$ cat config.mk
export PLATFORM = sky130hd
export DESIGN_NAME = ps2_key_tracker
export DESIGN_NICKNAME = d
export VERILOG_FILES = /design/src/rtl/ps2_keys_pkg.sv /design/src/rtl/ps2_evt_fifo.sv /design/src/rtl/ps2_key_tracker.sv
export SDC_FILE = /design/constraint.sdc
export NUM_CORES = 1
export LEC_CHECK = 0
export CORE_UTILIZATION = 44
export CTS_BUF_LIST = sky130_fd_sc_hd__clkbuf_8
export CTS_CLUSTER_SIZE = 24
export DETAILED_ROUTE_END_ITERATION = 6
export GPL_TIMING_DRIVEN = 0
export PLACE_DENSITY_LB_ADDON = 0.15
export SLEW_MARGIN = 0
export SYNTH_ARGS = -nofsm -noshare
export SYNTH_HDL_FRONTEND = slang
export SYNTH_HIERARCHICAL = 1
export SYNTH_SLANG_ARGS = --single-unit
export TNS_END_PERCENT = 1
$ cat constraint.sdc
create_clock -name clock -period 2.9 [get_ports clock]
set_clock_uncertainty 0.15 [all_clocks]
set_input_delay 0.58 -clock clock [delete_from_list [all_inputs] [get_ports clock]]
set_output_delay 0.58 -clock clock [all_outputs]
set_load 0.005 [all_outputs]
$ cat src/rtl/ps2_keys_pkg.sv
// rtl/ps2_keys_pkg.sv - shared constants, prefix FSM states and key table for the PS/2 key tracker
//
// Purpose: scan-code prefix bytes, the prefix FSM state type and the fixed
// {ext, code} key table used by ps2_key_tracker.
// Ports: none (package).
// Configuration: PS2_EXTENDED_EN enables the E0 (extended) prefix states.
package ps2_keys_pkg;

   localparam logic [7:0] PS2_E0   = 8'hE0;
   localparam logic [7:0] PS2_F0   = 8'hF0;
   localparam int         MAX_KEYS = 10;

`ifdef PS2_EXTENDED_EN
   typedef enum logic [1:0] {
      ST_IDLE      = 2'd0,
      ST_GOT_E0    = 2'd1,
      ST_GOT_F0    = 2'd2,
      ST_GOT_E0_F0 = 2'd3
   } prefix_state_e;
`else
   typedef enum logic {
      ST_IDLE   = 1'b0,
      ST_GOT_F0 = 1'b1
   } prefix_state_e;
`endif

   // {ext, code}: W A S D X Up Down Left Right Enter
   localparam logic [0:MAX_KEYS-1][8:0] KEY_TABLE = {
      9'h01D, 9'h01C, 9'h01B, 9'h023, 9'h022,
      9'h175, 9'h172, 9'h16B, 9'h174, 9'h05A
   };

   typedef struct packed {
      logic       rel;
      logic [3:0] key;
   } key_evt_t;

endpackage

$ cat src/rtl/ps2_evt_fifo.sv
// rtl/ps2_evt_fifo.sv - key event FIFO with count-based full/empty
//
// Purpose: DEPTH-entry queue of 5-bit key events (release flag + key index).
// Ports:
//   clock, reset        system clock, synchronous active-high reset
//   push_valid_i/_data_i write request and event
//   pop_ready_i         consumer accepts head (pop when head_valid_o too)
//   head_valid_o/_data_o head of queue; data forced to 0 while empty
//   overflow_o          sticky, set when a push is dropped on a full queue
module ps2_evt_fifo
   import ps2_keys_pkg::*;
#(
   parameter int DEPTH = 8
) (
   input  logic     clock,
   input  logic     reset,
   input  logic     push_valid_i,
   input  key_evt_t push_data_i,
   input  logic     pop_ready_i,
   output logic     head_valid_o,
   output key_evt_t head_data_o,
   output logic     overflow_o
);

   localparam int AW = $clog2(DEPTH);
   localparam int CW = AW + 1;

   key_evt_t        mem_q [DEPTH];
   logic [AW-1:0]   wr_ptr_q, wr_ptr_d;
   logic [AW-1:0]   rd_ptr_q, rd_ptr_d;
   logic [CW-1:0]   count_q, count_d;
   logic            overflow_q, overflow_d;
   logic            full, do_push, do_pop;

   assign head_valid_o = (count_q != '0);
   assign full         = (count_q == CW'(DEPTH));
   assign do_pop       = head_valid_o && pop_ready_i;
   // A pop in the same cycle frees the slot, so a full queue still accepts.
   assign do_push      = push_valid_i && (!full || do_pop);
   assign head_data_o  = head_valid_o ? mem_q[rd_ptr_q] : '0;
   assign overflow_o   = overflow_q;

   always_comb begin
      wr_ptr_d   = wr_ptr_q;
      rd_ptr_d   = rd_ptr_q;
      count_d    = count_q;
      overflow_d = overflow_q;
      if (do_push) wr_ptr_d = wr_ptr_q + AW'(1);
      if (do_pop)  rd_ptr_d = rd_ptr_q + AW'(1);
      case ({do_push, do_pop})
         2'b10:   count_d = count_q + CW'(1);
         2'b01:   count_d = count_q - CW'(1);
         default: count_d = count_q;
      endcase
      if (push_valid_i && !do_push) overflow_d = 1'b1;
   end

   always_ff @(posedge clock) begin
      if (reset) begin
         wr_ptr_q   <= '0;
         rd_ptr_q   <= '0;
         count_q    <= '0;
         overflow_q <= 1'b0;
      end else begin
         wr_ptr_q   <= wr_ptr_d;
         rd_ptr_q   <= rd_ptr_d;
         count_q    <= count_d;
         overflow_q <= overflow_d;
      end
   end

   // Storage needs no reset: the head is masked until count is non-zero.
   always_ff @(posedge clock) begin
      if (do_push) mem_q[wr_ptr_q] <= push_data_i;
   end

endmodule

$ cat src/rtl/ps2_key_tracker.sv
// rtl/ps2_key_tracker.sv - PS/2 make/break/extended decoder with held-key mask and event queue
//
// Purpose: decodes PS/2 scan-code bytes against the package key table, keeps
// a held-key bitmask and queues press/release events.
// Ports:
//   clock, reset         system clock, synchronous active-high reset
//   rx_data, rx_valid    received byte and one-cycle strobe
//   key_held             bit i set while table key i is held
//   evt_valid/evt_ready  event queue head handshake
//   evt_key, evt_release head event index and direction
//   evt_overflow         sticky: an event was dropped on a full queue
// Configuration: define PS2_EXTENDED_EN to decode E0-prefixed keys.
module ps2_key_tracker
   import ps2_keys_pkg::*;
#(
   parameter int NUM_KEYS  = 10,
   parameter int EVT_DEPTH = 8
) (
   input  logic                clock,
   input  logic                reset,
   input  logic [7:0]          rx_data,
   input  logic                rx_valid,
   output logic [NUM_KEYS-1:0] key_held,
   output logic                evt_valid,
   input  logic                evt_ready,
   output logic [3:0]          evt_key,
   output logic                evt_release,
   output logic                evt_overflow
);

   prefix_state_e       state_q, state_d;
   logic [NUM_KEYS-1:0] key_held_q, key_held_d;
   logic                push_q, push_d;
   key_evt_t            push_evt_q, push_evt_d;
   key_evt_t            head_evt;
   logic                ext, brk;

   always_comb begin
      state_d    = state_q;
      key_held_d = key_held_q;
      push_d     = 1'b0;
      push_evt_d = push_evt_q;
      ext        = 1'b0;
      brk        = 1'b0;
      if (rx_valid) begin
         if (rx_data == PS2_E0) begin
`ifdef PS2_EXTENDED_EN
            state_d = ST_GOT_E0;
`endif
         end else if (rx_data == PS2_F0) begin
            case (state_q)
               ST_IDLE:   state_d = ST_GOT_F0;
`ifdef PS2_EXTENDED_EN
               ST_GOT_E0: state_d = ST_GOT_E0_F0;
`endif
               default:   state_d = state_q;
            endcase
         end else begin
`ifdef PS2_EXTENDED_EN
            ext = (state_q == ST_GOT_E0) || (state_q == ST_GOT_E0_F0);
            brk = (state_q == ST_GOT_F0) || (state_q == ST_GOT_E0_F0);
`else
            brk = (state_q == ST_GOT_F0);
`endif
            // Table entries are unique, so at most one index matches.
            for (int i = 0; i < NUM_KEYS; i++) begin
               if (KEY_TABLE[i] == {ext, rx_data}) begin
                  if (!brk && !key_held_q[i]) begin
                     key_held_d[i] = 1'b1;
                     push_d        = 1'b1;
                     push_evt_d    = '{rel: 1'b0, key: 4'(i)};
                  end else if (brk && key_held_q[i]) begin
                     key_held_d[i] = 1'b0;
                     push_d        = 1'b1;
                     push_evt_d    = '{rel: 1'b1, key: 4'(i)};
                  end
               end
            end
            state_d = ST_IDLE;
         end
      end
   end

   // The event is staged one cycle before entering the queue so it surfaces
   // the cycle after key_held changes.
   always_ff @(posedge clock) begin
      if (reset) begin
         state_q    <= ST_IDLE;
         key_held_q <= '0;
         push_q     <= 1'b0;
         push_evt_q <= '0;
      end else begin
         state_q    <= state_d;
         key_held_q <= key_held_d;
         push_q     <= push_d;
         push_evt_q <= push_evt_d;
      end
   end

   ps2_evt_fifo #(
      .DEPTH (EVT_DEPTH)
   ) u_evt_fifo (
      .clock        (clock),
      .reset        (reset),
      .push_valid_i (push_q),
      .push_data_i  (push_evt_q),
      .pop_ready_i  (evt_ready),
      .head_valid_o (evt_valid),
      .head_data_o  (head_evt),
      .overflow_o   (evt_overflow)
   );

   assign key_held    = key_held_q;
   assign evt_key     = head_evt.key;
   assign evt_release = head_evt.rel;

endmodule

* Word level (Yosys, flattened, before mapping)
Memory sizes are Yosys's and may differ from the RTL's. A register that Yosys moved wholly into a read port is not among the register bits. Index checks and enable logic that the tools add are counted.
Word-level totals: memories 1, bits in read-only memories 0, bits in latches 0, output and inout port bits 17, memory bits (writable) 40, bits of input ports 12, word-level logic and storage cells 139, register bits after elaboration 24
Cells by class: $mul 0, shift-type cells 0, bitwise gates (word level) 3, div/mod/pow operators 0, $lt $le $gt $ge 0, add/sub/neg operators 4, reductions and logical operators 42, mux-type cells 64, eq/ne operators 11
Memory list:
- u_evt_fifo.mem_q | depth 8, width 5, rd ports 1, clocked after memory_dff 1, write ports 1, line ps2_evt_fifo.sv:28 | key_evt_t mem_q [DEPTH];
Operators with widths (number):
- $mux W5 | 22
- $mux W1 | 39
- $reduce_and A5 Y1 | 6
- $eq A5 B8 Y1 const A | 3
- $eq A6 B8 Y1 const A | 2
- $eq A8 B8 Y1 const B | 2
- $logic_and A1 B1 Y1 | 15
- $reduce_bool A2 Y1 | 7
- $logic_not A1 Y1 | 9
- $eq A7 B8 Y1 const A | 1
- $pmux W4 S2 | 1
- $add A3 B1 Y3 const B | 2
- $mux W3 | 2
- $add A4 B1 Y4 const B | 1
- $eq A4 B4 Y1 const B | 1
- $reduce_bool A4 Y1 | 1
- $reduce_or A4 Y1 | 1
- $sub A4 B1 Y4 const B | 1
- $not A1 Y1 | 3
- $reduce_and A3 Y1 | 1
- $eq A2 B1 Y1 const B | 1
- $eq A2 B2 Y1 const B | 1
- $reduce_and A2 Y1 | 1
- $logic_or A1 B1 Y1 | 1

* Depth between registers and ports, before layout
word-level depth 25, gate-level depth with buffers 12, depth with buffers taken out 12

* Cells and area by module
The synthesis kept the hierarchy.
Modules (own cells, without submodules):
- ps2_evt_fifo | sequential area each 1481.4 µm², times used 1, cells each 143, area an instance 2235.9 µm²
- ps2_key_tracker | sequential area each 260.2 µm², times used 1, cells each 140, area an instance 1129.8 µm²

* Worst setup path after synthesis
No wires, ideal clock.
path kind register to register, start register u_evt_fifo.count_q[0], end register u_evt_fifo.count_q[2], stages on the path, launching flop included 13, arrival 2.293 ns, clock period less this slack 2.513 ns, buffers on the path 0, setup slack 0.387 ns, cell sequence dfxtp_1 > or3_4 > nor2_8 > inv_4 > nand2_4 > inv_1 > ha_1 > xor2_1 > ha_1 > a21oi_1 > xor2_1 > or3_1 > a21oi_1
Between the ends: cells in the longest elaborated chain, start to end 6, elaborated cells on any way between the ends 12, those cells by class 2 x add/sub; 3 x eq/ne; 1 x mux; 6 x reduce/logical
Ends and longest elaborated chain:
- start: declaration | line ps2_evt_fifo.sv:31 | logic [CW-1:0] count_q, count_d;
- start signal: assignment | line ps2_evt_fifo.sv:67 | count_q <= count_d;
- $reduce_bool A4 Y1 (*) | line ps2_evt_fifo.sv:35 | assign head_valid_o = (count_q != '0);
- via evt_valid | line ps2_key_tracker.sv:24 | output logic evt_valid,
- $logic_and A1 B1 Y1 (*) | line ps2_evt_fifo.sv:37 | assign do_pop = head_valid_o && pop_ready_i;
- via u_evt_fifo.do_pop | line ps2_evt_fifo.sv:33 | logic full, do_push, do_pop;
- $logic_or A1 B1 Y1 | line ps2_evt_fifo.sv:39 | assign do_push = push_valid_i && (!full || do_pop);
- $logic_and A1 B1 Y1 | line ps2_evt_fifo.sv:39
- $eq A2 B1 Y1 or $eq A2 B2 Y1 (tied branches) | line ps2_evt_fifo.sv:50 | case ({do_push, do_pop})
- $pmux W4 S2 or $reduce_bool A2 Y1 (tied branches)
The timed path passes the listed nets; every way through them passes the cells marked *. A chain may end at the register's enable or synchronous reset.

==> metrics.yaml <==
run_status:
  status: "finished clean"
grt:
  grt_pass1_wl_mm: 10.5
  grt_overflow: 0
  antenna_found_initial: 0
  grt_pass1_vias: 2034
  grt_usage_pct: 18.5
  grt_max_degree: 14
hold_path:
  holdCritStartpoint: "u_evt_fifo/overflow_o"
  min_to: "u_evt_fifo/overflow_o"
  hp-class: "reg -> reg"
  worstHoldPathCells: 2
flow_run:
  cap_violations: 0
setup_path:
  reg2reg_to: "u_evt_fifo/count_q[2]"
  cp-end-kind: "primary output"
  worstPathRequired_ns: 2.17
  cp_max_fo: 5
  crit_type: "reg -> out"
  worstPathArrival_ns: 2.06
  worstReg2RegStart: "u_evt_fifo/count_q[1]"
  reg2reg_depth: 12
  critPathLaunchType: "flip-flop"
  r2r_setup_slack_ns: 0.19
timing:
  finalHoldViolCount: 0
  relSlewSlack_pct: 38.0
  hold_ws_ns: 0.324
  slew_violations: 0
  max_clock_freq_mhz: 359
  rsz0062_at_grt: "false"
  finalWorstSetupSlack_ns: 0.112
  fin_crit_sh_pct: 96.1
  worst_pin_slew_ns: 0.922
  finalSetupViolCount: 0
  fin_crit_ns: 2.79
  setup-tns-final_ns: 0
yosys:
  synth_fa_ha_area_share_pct: 6.69
  synth.area.top_cells: "edfxtp_1 (36%), dfxtp_1 (16%), ha_1 (6.7%)"
  synth_mux_area_share_pct: 11.5
  synth_top_area_share_pct: 35.7
  synth_area_per_cell_um2: 11.9
  yosys.area_share.xor_xnor_pct: 1.78
  postSynth.asyncResetShare_pct: 0
  yosys_register_bits: 67
  yosysTopAreaCell: "edfxtp_1"
  ys_seq_area_share_pct: 51.7
  synth_compound_area_share_pct: 8.07
  synth-simple-area-share_pct: 16.7
  yosys.cell_types.count: 59
  netlist_instances: 283
  syn-cell-area_um2: 3370
  synth_top_family_by_area: "simple AND/OR/NAND/NOR gates"
  synth_enable_flop_cells: 40
  ys_warn_count: 6
  synth_ff_type: "edfxtp_1"
clock_tree:
  cts.clk_slew.worst_paths_ns: 0.07
  cts.sinks: 67
  clk_latency_ns: 0.35
  cts_root_buffer: "clkbuf_8"
  clock_path_buffers: 2
  htreeDepth: 3
  cts-buffers-inserted: 9
  cts_tree: "built"
place:
  hpwl_mm: 4.66
  place_congestion: 0.829
  place_area_um2: 3740
  port_buffers: 24
  pre_cts_slack_ns: -0.171
  dp_cells: 409
drt:
  postRouteWirelength_mm: 6.71
  final_antenna_net_count: 0
  drtIter0Drc: 103
  wl_per_cell_um: 15.8
  vias: 2201
  routed_via_density: 5.18
  firstDrtPassIters: 4
  drcViolationCount: 0
final_layout:
  area_growth_pct: 19.7
  multi_input_area_um2: 1520
  utilization_pct: 54.9
  diodes: 0
  ff_latch_area_um2: 1740
  fin_nets: 351
  fin_cells: 425
  final_area_um2: 4030
  fillCellCount: 644
  layout-drive-gt1-share_pct: 16.3
power:
  max-vdd-ir-drop_mv: 0.265
  p_total_mw: 2.05
  leakagePower_nw: 1.43
  power_density_nw_per_um2: 510
die:
  num_io_pins: 29
  rows: 31
  die_x_um: 89.5
  initial_core_util_pct: 45.9
  die_h_um: 89.5
  die-area_um2: 8000
  core_um2: 7330
worst max-delay path by stage:
stage | startpoint | to | slack (ns)
6_report | flip-flop | evt_key[0] | 0.11
5_1_grt | flip-flop | evt_key[0] | 0.005
4_1_cts | flip-flop | evt_key[0] | 0.02
3_5_place_dp | evt_ready | u_evt_fifo/count_q[2] | -0.17
3_3_place_gp | evt_ready | u_evt_fifo/count_q[2] | -0.12
2_1_floorplan | u_evt_fifo/count_q[0] | u_evt_fifo/count_q[2] | 0.39
cells by family (layout without fill, tap and decap cells):
kind of cell | count (synthesis) | count (layout)
simple gates | 101 | 101
xor+xnor | 6 | 6
flops | 67 | 67
compound gates | 39 | 39
fa+ha+maj | 18 | 18
other cells | 1 | 4
mux | 26 | 26
buf+inv | 25 | 65
cell type report:
type | instances | share of cell area [%]
well taps | 99 | 3.08
inverters | 13 | 1.27
repair buffers | 25 | 6.59
clock buffers | 9 | 3.08
flip-flops and latches | 67 | 43.3
clock inverters | 7 | 3.08
plain buffers | 11 | 1.86
multi-input cells | 194 | 37.7
state kept, by name, summed over array words and instances, names as in the netlist, 3 cells and up, named ones only:
register,flops
u_evt_fifo/mem_q,40
key_held,6
push_evt_q,5
u_evt_fifo/count_q,4
u_evt_fifo/rd_ptr_q,3
u_evt_fifo/wr_ptr_q,3
cell usage after synthesis, types with 2 or more instances:
cell / number
edfxtp_1: 40
nor2_1: 40
dfxtp_1: 27
ha_1: 18
mux2i_1: 15
nor3_1: 15
inv_1: 12
nand2_1: 12
a21oi_1: 11
mux4_2: 10
o21ai_0: 6
xor2_1: 5
buf_4: 4
nand3_1: 4
buf_1: 3
buf_2: 3
nand2b_1: 3
or3_4: 3
a211oi_1: 2
a2bb2oi_1: 2
a31oi_1: 2
clkbuf_1: 2
nand3b_1: 2
nor2b_1: 2
nor4_1: 2
o211ai_1: 2
o21a_1: 2
o311ai_0: 2
or3_1: 2
cell usage in the layout (no fill, tap or decap), drive strengths merged, types with 2 or more instances in the layout:
cell and instances:
mux4 10, or3b 2, ha 18, or2 2, o21ai 8, nor2 41
a31oi 2, a211oi 2, nand2 13, xor2 6, or4b 3, nor4b 2
a311oi 2, conb 4, nand3 4, o311ai 2, nand3b 2, nand2b 3
bufinv 3, a2bb2oi 2, clkinv 2, nor2b 2, clkdlybuf4s50 24, nor4 2
edfxtp 40, mux2i 15, nor3 15, or3 5, buf 9, o21a 2
a21oi 12, dfxtp 27, inv 14, o211ai 2, clkbuf 12
power breakdown:
| group | internal (mW) | switching (mW) |
|---|---|---|
| registers | 1.00 | 0.00561 |
| logic | 0.0404 | 0.0467 |
| clock network | 0.577 | 0.384 |
critical path: stages, from the launching register on:
cell and delay (ns):
dfxtp_2 0.38, buf_12 0.14, mux4_2 0.51, mux2i_1 0.18, nor2_1 0.06, clkdlybuf4s50_1 0.43
routing by layer:
| layer | GRT usage (%) | wire length [µm] |
|---|---|---|
| met5 | 0 | 0 |
| met4 | 8.66 | 66 |
| met3 | 4.16 | 192 |
| met2 | 30.3 | 3280 |
| met1 | 23.3 | 3180 |
repair_timing:
item                                    CTS  global route
resized for setup                         2             4
pin swaps                                 0             0
cloned                                    0             1
hold buffers                              0             0
buffers inserted                          0             0
hold endpoints to repair                  0             0
endpoints found under the setup margin    5             4
(Power assumes the default switching activity.)
